`config.mk`:
```
export PLATFORM = sky130hd
export DESIGN_NAME = sd_dat_tx_ctrl
export DESIGN_NICKNAME = d
export VERILOG_FILES = /design/src/rtl/sd_dat_tx_ctrl.sv
export SDC_FILE = /design/constraint.sdc
export NUM_CORES = 1
export LEC_CHECK = 0
export CAP_MARGIN = 20
export CORE_ASPECT_RATIO = 0.8
export CORE_MARGIN = 1
export CORE_UTILIZATION = 57
export DETAILED_ROUTE_END_ITERATION = 8
export GPL_TIMING_DRIVEN = 0
export PLACE_DENSITY = 0.85
export SLEW_MARGIN = 25
export SYNTH_ARGS = -nofsm -noshare
export SYNTH_HDL_FRONTEND = slang
export SYNTH_SLANG_ARGS = --single-unit
```
`constraint.sdc`:
```
create_clock -name CLK -period 3.5 [get_ports CLK]
set_input_delay 0.7 -clock CLK [delete_from_list [all_inputs] [get_ports CLK]]
set_output_delay 0.7 -clock CLK [all_outputs]
set_load 0.05 [all_outputs]
```
`src/rtl/sd_dat_tx_ctrl.sv`:
```
// rtl/sd_dat_tx_ctrl.sv - SD 1-bit DAT write frame sequencer: start bit, BLKSIZE bytes, CRC16, end bit.
// Define SD_DAT_TX_ABORT_EN to add the ABORT input.
module sd_dat_tx_ctrl #(
    parameter int BLKSIZE = 512
) (
    input  logic        CLK,
    input  logic        RST_n,
    input  logic        START,
`ifdef SD_DAT_TX_ABORT_EN
    input  logic        ABORT,
`endif
    input  logic [7:0]  DIN,
    input  logic        DIN_VALID,
    output logic        DIN_READY,
    output logic        DAT_OUT,
    output logic        DAT_OE,
    output logic        BUSY,
    output logic        DONE,
    output logic        ERR,
    output logic [15:0] CRC
);
    localparam int            CW        = 15;
    localparam logic [CW-1:0] LAST_DATA = CW'(8 * BLKSIZE - 1);
    localparam logic [CW-1:0] LAST_CRC  = CW'(15);

    typedef enum logic [2:0] {IDLE, STRT, DATA, CRCO, ENDB} state_t;

    state_t        state;
    logic [CW-1:0] cnt;
    logic [15:0]   sh;
    logic [7:0]    buf_q;
    logic          buf_full;
    logic          xfer;
    logic          have_byte;
    logic [7:0]    next_byte;
    logic          abort_req;
    logic          inv;
    logic [15:0]   crc_next;

    assign DIN_READY = !buf_full && (state == STRT || state == DATA);
    assign BUSY      = (state != IDLE);
    // The line is always the shift register MSB; non-data states load constants into it.
    assign DAT_OUT   = sh[15];
    assign xfer      = DIN_VALID && DIN_READY;
    // A byte arriving while the buffer is empty goes straight to the shifter at a move.
    assign have_byte = buf_full || xfer;
    assign next_byte = buf_full ? buf_q : DIN;
    assign inv       = sh[15] ^ CRC[15];
    assign crc_next  = {CRC[14:0], 1'b0} ^ ({16{inv}} & 16'h1021);

`ifdef SD_DAT_TX_ABORT_EN
    assign abort_req = ABORT && (state != IDLE);
`else
    assign abort_req = 1'b0;
`endif

    always_ff @(posedge CLK or negedge RST_n) begin
        if (!RST_n) begin
            state    <= IDLE;
            cnt      <= '0;
            sh       <= '1;
            buf_q    <= '0;
            buf_full <= 1'b0;
            DAT_OE   <= 1'b0;
            DONE     <= 1'b0;
            ERR      <= 1'b0;
            CRC      <= '0;
        end else begin
            DONE <= 1'b0;
            ERR  <= 1'b0;
            if (xfer) begin
                buf_q    <= DIN;
                buf_full <= 1'b1;
            end
            if (abort_req) begin
                state  <= IDLE;
                sh     <= '1;
                DAT_OE <= 1'b0;
                ERR    <= 1'b1;
            end else begin
                case (state)
                    IDLE: begin
                        if (START) begin
                            state    <= STRT;
                            CRC      <= '0;
                            buf_full <= 1'b0;
                            cnt      <= '0;
                            sh       <= '0;
                            DAT_OE   <= 1'b1;
                        end
                    end
                    STRT: begin
                        if (have_byte) begin
                            state    <= DATA;
                            sh       <= {next_byte, 8'hFF};
                            buf_full <= 1'b0;
                        end else begin
                            state  <= IDLE;
                            sh     <= '1;
                            DAT_OE <= 1'b0;
                            ERR    <= 1'b1;
                        end
                    end
                    DATA: begin
                        CRC <= crc_next;
                        cnt <= cnt + 1'b1;
                        if (cnt == LAST_DATA) begin
                            state <= CRCO;
                            cnt   <= '0;
                            sh    <= crc_next;
                        end else if (cnt[2:0] == 3'd7) begin
                            if (have_byte) begin
                                sh       <= {next_byte, 8'hFF};
                                buf_full <= 1'b0;
                            end else begin
                                state  <= IDLE;
                                sh     <= '1;
                                DAT_OE <= 1'b0;
                                ERR    <= 1'b1;
                            end
                        end else begin
                            sh <= {sh[14:0], 1'b1};
                        end
                    end
                    CRCO: begin
                        cnt <= cnt + 1'b1;
                        sh  <= {sh[14:0], 1'b1};
                        if (cnt == LAST_CRC) begin
                            state <= ENDB;
                            sh    <= '1;
                            DONE  <= 1'b1;
                        end
                    end
                    ENDB: begin
                        state  <= IDLE;
                        DAT_OE <= 1'b0;
                    end
                    default: begin
                        state  <= IDLE;
                        sh     <= '1;
                        DAT_OE <= 1'b0;
                    end
                endcase
            end
        end
    end
endmodule

```
-- Word-level counts from Yosys, hierarchy flattened
Index checks and enable logic that the tools add are counted.
- multiply operators: 0
- order comparisons: 0
- reduce and logical (&&, ||, !) cells: 14
- muxes and demuxes: 35
- eq/ne operators: 13
- div/mod/pow operators: 0
- add/sub/neg operators: 1
- bitwise gates (word level): 4
- shift operators: 0
- operators by type and width (kind ; count):
    $mux W16 ; 5
    $pmux W16 S5 ; 1
    $pmux W15 S3 ; 1
    $pmux W16 S2 ; 1
    $mux W15 ; 2
    $xor A16 B13 Y16 ; 1
    $add A15 B1 Y15 const B ; 1
    $eq A15 B12 Y1 const B ; 1
    $eq A15 B4 Y1 const B ; 1
    $mux W3 ; 5
    $mux W1 ; 14
    $pmux W3 S4 ; 1
    $mux W8 ; 1
    $reduce_and A4 Y1 ; 2
    $eq A3 B2 Y1 const B ; 2
    $eq A3 B3 Y1 const B ; 2
    $ne A2 B2 Y1 const B ; 3
    $reduce_and A2 Y1 ; 3
    $reduce_bool A3 Y1 ; 2
    $pmux W1 S4 ; 1
    $eq A3 B1 Y1 const B ; 1
    $logic_not A3 Y1 ; 1
    $ne A3 B1 Y1 const B ; 1
    $ne A3 B2 Y1 const B ; 1
    other kinds (10) ; 13
- bits in read-only memories: 0
- word-level logic and storage cells: 76
- bits of input ports: 12
- memories kept: 0
- bits in latches: 0
- output and inout bits: 22
- flip-flop bits (word level): 62
- RAM bits: 0

-- Logic depth before layout (Yosys ltp)
- depth after elaboration: 9
- mapped depth: 8

-- Worst setup path after synthesis
No wires, ideal clock.
- path type: reg-to-output
- from: register state[2]
- to: output DIN_READY
- setup slack: 0.809 ns
- required time: 2.800 ns
- arrival time: 1.991 ns
- cell stages (with the launch flop): 5
- path through: dfrtp_1 -> clkbuf_1 -> or3_1 -> clkbuf_1 -> a21oi_1
- word-level cells in the longest chain between the ends: 3
- ends and longest elaborated chain (what ; RTL line ; text):
    from (decl) ; 28 ; state_t state;
    from (signal assigned) ; 59 ; state <= IDLE;
    from (signal assigned) ; 76 ; state <= IDLE;
    from (signal assigned) ; 84 ; state <= STRT;
    $eq A3 B1 Y1 or $eq A3 B2 Y1 (tied branches) ; 40 ; assign DIN_READY = !buf_full && (state == STRT || state == DATA);
    $logic_or A1 B1 Y1 * ; 40 ;
    $logic_and A1 B1 Y1 * ; 40 ;
    to (decl) ; 14 ; output logic DIN_READY,
Mark *: on every way between the ends. The rest lies on a longest branch, timed or not.

-- Final worst setup path
- from: register state[2]
- to: output BUSY
- word-level cells in the longest chain between the ends: 1
- ends and longest elaborated chain (what ; RTL line ; text):
    $reduce_bool A3 Y1 ; 41 ; assign BUSY = (state != IDLE);
    to (decl) ; 17 ; output logic BUSY,
Every way passes these cells.

==> key figures <==
Floorplanning
  • Initial Utilization: 0.596
  • Ports: 34
  • Chip Height: 69.6 um
  • Die ar.: 6030 um2
  • Core ar.: 5470 um2
  • Std-Cell Rows: 24
  • Die W: 86.5 um

Timing
  • Final setup viols: 0
  • Crit path time final: 3.11 ns
  • Tcrit/Tclk final: 0.889
  • Fin Hold WS: 0.205 ns
  • Number of hold-slack violations in the final timing report: 0
  • Max Clock Skew: 0.00938 ns
  • Max_slew headroom: 0.376
  • Worst Tran Pin Value: 0.928 ns
  • F_max: 0.321 GHz
  • RSZ-0062 raised after global routing: false
  • Slew Limit Fails: 0

Critical path
  • RR Startpoint: cnt[0]$_DFFE_PN0P_
  • Critical Path End Type: primary output
  • Worst EP required: 2.80 ns
  • Crit Path Max Fanout: 10
  • CP arrival: 2.41 ns
  • R2r endpoint: cnt[7]$_DFFE_PN0P_
  • Crit path kind: flop to primary output
  • Worst Setup Start Kind: flop
  • R2R Setup Slk: 0.97 ns
  • CP startpoint: state[2]$_DFFE_PN0P_
  • Worst r2r path cells: 7

Clocking
  • Hold buffers post-CTS: 0
  • Root buf cell: clkbuf_8
  • H-tree depth: 3
  • Clock latency on the worst-skew pair: 0.35 ns
  • Num CTS Buffers: 9
  • Clock slew at reported path FFs: 0.07 ns
  • Clk sinks: 62
  • CTS tree: done
  • Clock Tree Buf Depth: 2

Layout
  • Area delta synth->final: 19.3%
  • Commonest non-fill, non-tap cell in the layout: dfrtp_1
  • Most frequent cells in the layout: 46 x dfrtp_1, 31 x clkdlybuf4s50_1, 30 x nor2_1, 20 x nand2_1
  • Final Non-Filler Cells: 454
  • Share of cells above drive strength 1: 0.157
  • Final nets: 386
  • Antenna Cells: 0

Global routing
  • Grt ovf: 0
  • Initial antenna violation count: 0
  • Gr usage total: 0.289
  • Largest net degree at the start of global routing: 47
  • Vias in the first global route: 2,661
  • First-pass GRT wire length: 13,200 um

Detailed routing
  • Via/cell ratio: 6.16
  • Drt pass-1 iters: 5
  • # DRC: 0
  • Routed WL per cell: 17.2 um
  • Via count: 2,797
  • Final WL: 7820 um
  • DR iter-0 viols: 248
  • Post-DRT Antenna Nets: 0

Power
  • Cell Pwr Density: 901 nW/um2
  • Psw: 0.00152 W
  • Internal power: 0.00198 W
  • Seq pwr share: 0.358
  • Net Sw Frac: 0.434
  • Static Leak: 1.57 nW
  • Clock network fraction of total power: 0.161
  • Combinational cell fraction of total power: 0.481
  • Worst vdd ir: 0.000567 V

Synthesis
  • Number of distinct library cells after synthesis: 52
  • Synth warnings: 0
  • Post-Syn Area per Cell: 9.97 um2
  • FF+latch count, synth: 62
  • Synth Flop Type: dfrtp_1
  • Sequential fraction of the synthesis area: 0.482
  • Cell count after synthesis: 327
  • Async S/R FF share, synth: 1.00
  • Post-synth EDFFs: 0
  • Syn nets: 341
  • Netlist Area Pre-Place: 3260 um2

Place
  • Cell Count Post-Placement: 439
  • I/O Buffers: 33
  • GPL Wtd Cong: 0.878
  • HPWL after DPL: 5480 um

Run status
  • Status: finished clean

Min path
  • HP Class: input pin to async pin

Run
  • Maxcap violations: 0
==> metrics by stage <==
stage | utilization | setup WS (ns) | power, W | TNS (ns) | cell area (um2)
after global routing | 0.712 | 0.266 | 0.00371 | 0 | 3890
after CTS | 0.711 | 0.0173 | 0.00350 | 0 | 3890
after floorplan | - | 0.809 | 0.00243 | 0 | 3260
after detailed placement | 0.679 | 0.396 | 0.00292 | 0 | 3710
after global placement | 0.675 | -0.186 | 0.00287 | -8.43 | 3690
final | 0.712 | 0.389 | 0.00351 | 0 | 3890
==> area by class of cell <==
cell class / count / area, um2
repair buffers: 34 / 358
clock buffers: 12 / 155
clock inverters: 3 / 20.0
fillers: 423 / 1580
plain buffers: 22 / 108
flip-flops and latches: 62 / 1570
inverters: 7 / 26.3
multi-input cells: 236 / 1550
well taps: 78 / 97.6
==> power groups by stage <==
stage | clock (W) | combinational, W | sequential [W]
after global placement | 0 | 0.00162 | 0.00125
after detailed placement | 0 | 0.00167 | 0.00125
final | 0.000564 | 0.00169 | 0.00126
after CTS | 0.000569 | 0.00168 | 0.00125
after global routing | 0.000599 | 0.00182 | 0.00129
after floorplan | 0 | 0.000969 | 0.00146
==> registers in the layout (all words and copies together), names as in the netlist <==
signal,cells
cnt,15
DONE,1
sh,16
DAT_OE,1
buf_full,1
state,3
CRC,16
buf_q,8
ERR,1
==> worst max-delay path by stage <==
stage	slack [ns]	cells past startpoint	end
after floorplan	0.81	4	DIN_READY
after global placement	-0.19	1	cnt[10]$_DFFE_PN0P_
after detailed placement	0.40	5	DIN_READY
after CTS	0.02	5	DIN_READY
after global routing	0.27	5	DIN_READY
final	0.39	4	BUSY
==> kinds of logic after synthesis <==
kind of cell / count (synthesis) / share of synthesized area
AOI/OAI and AO/OA: 108 / 0.231
adders and majority gates: 2 / 0.00768
DFF: 62 / 0.482
muxes: 10 / 0.0342
xor gates and xnor gates: 13 / 0.0349
and+or+nand+nor: 103 / 0.169
buffers and inverters: 29 / 0.0411
==> critical path: stages (launching register included) <==
cell and delay, ns:
dfrtp_1 0.46, clkbuf_1 0.26, nor3_1 0.49, inv_1 0.12, clkdlybuf4s50_1 0.72
==> routing by layer <==
layer	part of all wire	global-route usage	up-vias	wire length, um
met4	0.015	0.107	0	121
met2	0.45	0.415	112	3490
met1	0.46	0.417	1368	3620
met3	0.074	0.0810	17	582
met5	0	0	-	0
li1	-	-	1300	-
==> cell usage after synthesis (5+ instances only) <==
master,instances,share of area
a31oi_1,14,0.027
nand2_1,20,0.023
o21ai_0,18,0.028
nor3_1,5,0.0077
nand3_1,5,0.0077
nand2b_1,15,0.029
dfrtp_1,46,0.35
xor2_1,6,0.016
o211ai_1,17,0.039
inv_1,6,0.0069
clkbuf_1,14,0.016
xnor2_1,7,0.019
or3_1,5,0.0096
o21ai_1,8,0.012
dfstp_2,16,0.13
a22o_1,18,0.048
o22a_1,7,0.019
mux2_2,9,0.031
nand4_1,5,0.0096
a21oi_1,10,0.015
nor2_1,30,0.035
==> timing repair <==
item / in CTS / in global routing
hold endpoints to repair: 0 / 0
setup endpoints to repair: 0 / 1
setup buffers: 0 / 0
gates resized for setup: 0 / 1
(Power assumes the default switching activity.)
